## src/rtl/rst_seq_ctrl.sv

```systemverilog
// Reset sequencer: synchronises reset requests, holds all outputs low for a quiet period, then
// releases SYNC_RST bits in index order STAGGER_CYC apart; no backpressure, any request re-asserts at once.
module rst_seq_ctrl #(
    parameter int NUM_STAGES  = 2,
    parameter int NUM_SRC     = 4,
    parameter int NUM_OUT     = 3,
    parameter int HOLD_CYC    = 8,
    parameter int STAGGER_CYC = 4
) (
    input  logic               CLK,
    input  logic               RST,
    input  logic [NUM_SRC-1:0] RST_REQ_N,
    input  logic               SW_RST,
    input  logic               CAUSE_CLR,
    output logic [NUM_OUT-1:0] SYNC_RST,
    output logic               RST_ACTIVE,
    output logic               SEQ_DONE,
    output logic [NUM_SRC:0]   RST_CAUSE
);

    localparam int HOLD_W = (HOLD_CYC > 1) ? $clog2(HOLD_CYC) : 1;
    localparam int STAG_W = (STAGGER_CYC > 1) ? $clog2(STAGGER_CYC) : 1;
    localparam int IDX_W  = (NUM_OUT > 1) ? $clog2(NUM_OUT) : 1;

    localparam logic [HOLD_W-1:0]  HOLD_LAST = HOLD_W'(HOLD_CYC - 1);
    localparam logic [STAG_W-1:0]  STAG_LAST = STAG_W'(STAGGER_CYC - 1);
    localparam logic [IDX_W-1:0]   IDX_LAST  = IDX_W'(NUM_OUT - 1);
    localparam logic [NUM_OUT-1:0] OUT_ONE   = NUM_OUT'(1);

    typedef enum logic [1:0] {
        ST_ASSERT  = 2'd0,
        ST_RELEASE = 2'd1,
        ST_RUN     = 2'd2
    } state_t;

    state_t                              state;
    logic [HOLD_W-1:0]                   hold_cnt;
    logic [STAG_W-1:0]                   stag_cnt;
    logic [IDX_W-1:0]                    idx;
    logic [NUM_STAGES-1:0][NUM_SRC-1:0]  sync_ff;
    logic [NUM_SRC-1:0]                  sync_n;
    logic [NUM_SRC:0]                    cause_set;
    logic                                req_any;

    always_ff @(posedge CLK) begin
        if (RST) begin
            sync_ff <= '0;
        end else begin
            sync_ff <= {sync_ff[NUM_STAGES-2:0], RST_REQ_N};
        end
    end

    assign sync_n    = sync_ff[NUM_STAGES-1];
    assign req_any   = (~&sync_n) | SW_RST;
    assign cause_set = {SW_RST, ~sync_n};

    // A source still active during a clear keeps its flag.
    always_ff @(posedge CLK) begin
        if (RST) begin
            RST_CAUSE <= '0;
        end else if (CAUSE_CLR) begin
            RST_CAUSE <= cause_set;
        end else begin
            RST_CAUSE <= RST_CAUSE | cause_set;
        end
    end

    always_ff @(posedge CLK) begin
        if (RST || req_any) begin
            state      <= ST_ASSERT;
            hold_cnt   <= '0;
            stag_cnt   <= '0;
            idx        <= '0;
            SYNC_RST   <= '0;
            RST_ACTIVE <= 1'b1;
            SEQ_DONE   <= 1'b0;
        end else begin
            case (state)
                ST_ASSERT: begin
                    if (hold_cnt == HOLD_LAST) begin
                        state    <= ST_RELEASE;
                        hold_cnt <= '0;
                        stag_cnt <= '0;
                        idx      <= '0;
                    end else begin
                        hold_cnt <= hold_cnt + 1'b1;
                    end
                end
                ST_RELEASE: begin
                    if (stag_cnt == STAG_LAST) begin
                        SYNC_RST <= SYNC_RST | (OUT_ONE << idx);
                        stag_cnt <= '0;
                        // Last output leaves reset on the same edge the sequence completes.
                        if (idx == IDX_LAST) begin
                            state      <= ST_RUN;
                            idx        <= '0;
                            RST_ACTIVE <= 1'b0;
                            SEQ_DONE   <= 1'b1;
                        end else begin
                            idx <= idx + 1'b1;
                        end
                    end else begin
                        stag_cnt <= stag_cnt + 1'b1;
                    end
                end
                ST_RUN: begin
                    SYNC_RST   <= '1;
                    RST_ACTIVE <= 1'b0;
                    SEQ_DONE   <= 1'b1;
                end
                default: begin
                    state      <= ST_ASSERT;
                    hold_cnt   <= '0;
                    stag_cnt   <= '0;
                    idx        <= '0;
                    SYNC_RST   <= '0;
                    RST_ACTIVE <= 1'b1;
                    SEQ_DONE   <= 1'b0;
                end
            endcase
        end
    end

endmodule
```

## config.mk

```make
export PLATFORM = sky130hd
export DESIGN_NAME = rst_seq_ctrl
export DESIGN_NICKNAME = d
export VERILOG_FILES = /design/src/rtl/rst_seq_ctrl.sv
export SDC_FILE = /design/constraint.sdc
export NUM_CORES = 1
export LEC_CHECK = 0
export ABC_AREA = 1
export BUFFER_PORTS_ARGS = -buffer_cell sky130_fd_sc_hd__buf_4
export CAP_MARGIN = 20
export CORE_MARGIN = 2
export CORE_UTILIZATION = 50
export CTS_CLUSTER_DIAMETER = 100
export CTS_CLUSTER_SIZE = 30
export DETAILED_ROUTE_END_ITERATION = 6
export GPL_TIMING_DRIVEN = 0
export PLACE_DENSITY = 0.73
export RECOVER_POWER = 25
export SETUP_SLACK_MARGIN = 0.5
export SLEW_MARGIN = 0
export SYNTH_ARGS = -nofsm -noshare
export SYNTH_HDL_FRONTEND = slang
export SYNTH_SLANG_ARGS = --single-unit
```

## constraint.sdc

```tcl
create_clock -name CLK -period 1.7 [get_ports CLK]
set_input_delay 0.17 -clock CLK [delete_from_list [all_inputs] [get_ports CLK]]
set_output_delay 0.17 -clock CLK [all_outputs]
set_load 0.01 [all_outputs]
```

==> flow_metrics.py <==
metrics = {
    "sta": {
        "final.setup.tns_ns": 0,
        "report.final.slew_viol_count": 0,
        "worst-slew-pin-transition_ns": 0.3845,
        "period_needed_ns": 1.272,
        "final_min_period_over_clock_period_pct": 74.84,
        "slew_headroom_pct": 74.37,
        "finalSetupViolations": 0,
        "clock_skew_ns": 0.01562,
        "rsz0062_at_grt": "yes",
        "timing_hold_violations_final": 0,
        "max_freq_mhz": 786.0,
    },
    "clock_network": {
        "worstSkewPairLatency_ns": 0.34,
        "clock_path_buffers": 2,
        "clockRootBuffer": "sky130_fd_sc_hd__clkbuf_4",
        "clock_tree.htree_level_count": 1,
        "cts_inserted_buffers": 3,
        "tritoncts_clock_tree": "built",
        "cts.reportedPaths.clkPinSlew_ns": 0.15,
        "tritoncts_num_sinks": 27,
    },
    "synth": {
        "synth_area_per_cell_um2": 8.350,
        "largest_area_contributor_in_the_netlist": "sky130_fd_sc_hd__dfxtp_1",
        "synth_sequential_area_ratio_pct": 44.95,
        "post-synth-top-count-cell": "sky130_fd_sc_hd__nand2_1",
        "yosys_most_used_dff": "sky130_fd_sc_hd__dfxtp_1",
        "yosysWarningCount": 0,
        "flops_latches_synth": 27,
        "post-synth-top-area-fraction_pct": 44.95,
        "mappedNetlistNets": 158,
        "synth-edff-count": 0,
        "synth_common_cells": "sky130_fd_sc_hd__nand2_1, sky130_fd_sc_hd__dfxtp_1, sky130_fd_sc_hd__inv_1, sky130_fd_sc_hd__nor2_1, sky130_fd_sc_hd__a21oi_1",
        "netlist_top_cells_area": "sky130_fd_sc_hd__dfxtp_1, sky130_fd_sc_hd__nand2_1, sky130_fd_sc_hd__ha_1, sky130_fd_sc_hd__inv_1, sky130_fd_sc_hd__a21oi_2",
        "synthArstFlopShare_pct": 0,
        "synth_cell_type_count": 22,
        "syn_area_um2": 1202,
        "netlist_instances": 144,
    },
    "worst_hold_path": {
        "cell_count_of_the_worst_hold_path": 3,
        "holdCritPathClass": "primary input to flop",
    },
    "die": {
        "die_w_um": 53.04,
        "initial_utilization_pct": 53.84,
        "die-area_um2": 2813,
        "num_rows": 17,
        "floorplan.io_pins": 18,
        "core_um2": 2233,
        "chipHeight_um": 53.04,
    },
    "setup_path": {
        "cp_cell_sequence": "inv_4, ha_4, buf_8, nand2_8, nand2_8, nor2_4, nand2_2, o21ai_1, nand2_1",
        "critical-path-top-cell-by-count": "sky130_fd_sc_hd__nand2_8",
        "path_depth": 9,
        "crit_arrival_ns": 1.52,
        "buffers_and_inverters_on_the_worst_path": 2,
        "endpoint_kind": "flop",
        "number_of_cells_on_the_worst_reg_to_reg_path": 9,
        "type_of_origin_of_the_critical_path": "flop",
        "critical_path_class": "flop to flop",
        "critPathSlowestCell": "sky130_fd_sc_hd__dfxtp_2",
        "critical_path_required_ns": 1.95,
        "worst-path-max-fanout": 7,
        "max_stage_delay_ns": 0.37,
        "path_delay_family": "simple AND/OR/NAND/NOR gates",
    },
    "power": {
        "pwr_density_cell_nw_per_um2": 630.7,
        "ir_drop_v": 0.0006451,
        "power.leakage_nw": 0.6610,
        "totalPowerFinal_uw": 988.8,
    },
    "finish": {
        "final_core_util_pct": 70.20,
        "syn_to_final_growth_pct": 30.38,
        "final_design_area_no_fill_um2": 1568,
        "antenna_cells_inserted": 0,
        "n_fill_cell": 168,
        "finish.net_count": 190,
        "drive_gt1_share_pct": 42.29,
    },
    "grt": {
        "first_pass_grt_wire_length_um": 3912,
        "maximum_number_of_pins_on_one_net_before_global_route_repair": 15,
        "gr-usage-all-layers_pct": 19.45,
        "antenna_found_initial": 0,
        "vias_in_the_first_global_route": 949,
        "globalRoute.totalOverflow": 0,
    },
    "detailed_routing": {
        "drt-total-wl_um": 2305,
        "route.vias.total": 976,
        "detail-route-antenna-nets": 0,
        "1st_iter_drt_viols": 4,
        "post-route-drc-count": 0,
        "detail_route.vias_per_cell": 4.808,
        "route.detailed.wl_per_inst_um": 11.35,
        "drt-pass1-iter-count": 4,
    },
    "place": {
        "placement.cell_area_um2": 1383,
        "detailedPlacementHpwl_um": 1643,
        "finalWeightedCongestion": 0.8075,
        "io_buffer_count": 17,
    },
    "flow_run": {
        "maxCapViolCount": 0,
    },
    "outcome": {
        "status": "finished clean",
    },
}
==> final timing paths <==
kind                                    from         end  slack, ns
worst max register to register      state[1]  RST_ACTIVE       0.43
worst min register to register    sync_ff[3]   sync_n[3]       0.41
worst max-delay path                state[1]  RST_ACTIVE       0.43
worst min-delay path            RST_REQ_N[0]  sync_ff[0]       0.03
==> per-stage QoR <==
stage                     setup slack (ns)  hold WS, ns  std cells
after CTS                           0.4151      0.02496        197
final                               0.4278      0.02879        203
after detailed placement            0.3449       0.3745        189
after global placement              0.3958       0.3684        189
after floorplan                     0.5047       0.2391        144
after global routing                0.3541      0.04692        203
==> report_power, final <==
group / switching [mW] / internal (mW) / leakage (nW) / total (mW)
Clock: 0.190 / 0.0922 / 0.0150 / 0.282
Combinational: 0.0235 / 0.0278 / 0.423 / 0.0513
Sequential: 0.00774 / 0.648 / 0.223 / 0.656
Total: 0.221 / 0.768 / 0.661 / 0.989
==> layout by cell type, fill, tap and decap left out <==
cell type	n
sky130_fd_sc_hd__nand2_1	30
sky130_fd_sc_hd__buf_4	24
sky130_fd_sc_hd__dfxtp_1	23
sky130_fd_sc_hd__nor2_1	12
sky130_fd_sc_hd__inv_1	12
sky130_fd_sc_hd__a21oi_2	10
sky130_fd_sc_hd__a21oi_1	9
sky130_fd_sc_hd__inv_2	8
sky130_fd_sc_hd__nand3_1	6
sky130_fd_sc_hd__inv_4	4
sky130_fd_sc_hd__o21ai_1	4
sky130_fd_sc_hd__ha_4	4
sky130_fd_sc_hd__clkbuf_1	3
sky130_fd_sc_hd__clkbuf_4	3
sky130_fd_sc_hd__dfxtp_2	3
sky130_fd_sc_hd__nor2_2	2
sky130_fd_sc_hd__nand3_2	2
sky130_fd_sc_hd__nand2_4	2
sky130_fd_sc_hd__nand2_8	2
sky130_fd_sc_hd__nor2_4	2
sky130_fd_sc_hd__nand2_2	2
sky130_fd_sc_hd__nor2_8	1
sky130_fd_sc_hd__buf_8	1
sky130_fd_sc_hd__a21oi_4	1
sky130_fd_sc_hd__ha_2	1
sky130_fd_sc_hd__ha_1	1
sky130_fd_sc_hd__dlygate4sd3_1	1
sky130_fd_sc_hd__buf_6	1
sky130_fd_sc_hd__dfxtp_4	1
==> area by class of cell <==
type	count	area [um^2]	share of cell area, %
Sequential cell	27	548.0	34.96
Tap cell	28	35.03	2.235
Clock buffer	4	26.28	1.676
Inverter	24	100.1	6.385
Buffer	2	18.77	1.197
Timing Repair Buffer	27	205.2	13.09
Multi-Input combinational cell	91	634.4	40.46
==> cells by family after synthesis <==
| kind of cell | Yosys count | synth area share (%) |
|---|---|---|
| flip-flops | 27 | 44.95 |
| AND/OR/NAND/NOR | 61 | 26.12 |
| buffers and inverters | 26 | 9.261 |
| adder cells (fa/ha/maj) | 6 | 6.243 |
| AO/OA/AOI/OAI | 24 | 13.42 |
==> flip-flops by register name (all words and copies together) (netlist names) <==
name	flops
RST_ACTIVE	1
RST_CAUSE	5
SEQ_DONE	1
SYNC_RST	3
hold_cnt	3
idx	2
stag_cnt	2
state	2
sync_ff	4
sync_n	4
==> routing by layer <==
metal	track usage [%]	vias to the layer above	wire length, um
met5	0	-	0
met4	10.26	0	52
met3	3.390	5	76
met2	36.46	18	1215
met1	20.32	439	960
li1	-	514	-
==> worst min-delay path, stage by stage <==
cell                     delay, ns
sky130_fd_sc_hd__buf_4        0.08
sky130_fd_sc_hd__inv_1        0.03
sky130_fd_sc_hd__nor2_1       0.07
==> repair_timing <==
action	in CTS	in global routing
gates resized for setup	19	9
setup buffers	3	6
endpoints found under the setup margin	12	13
hold endpoints to repair	1	0
pin swaps	12	9
hold buffers	1	0
Power figures use the tool's default switching activity.
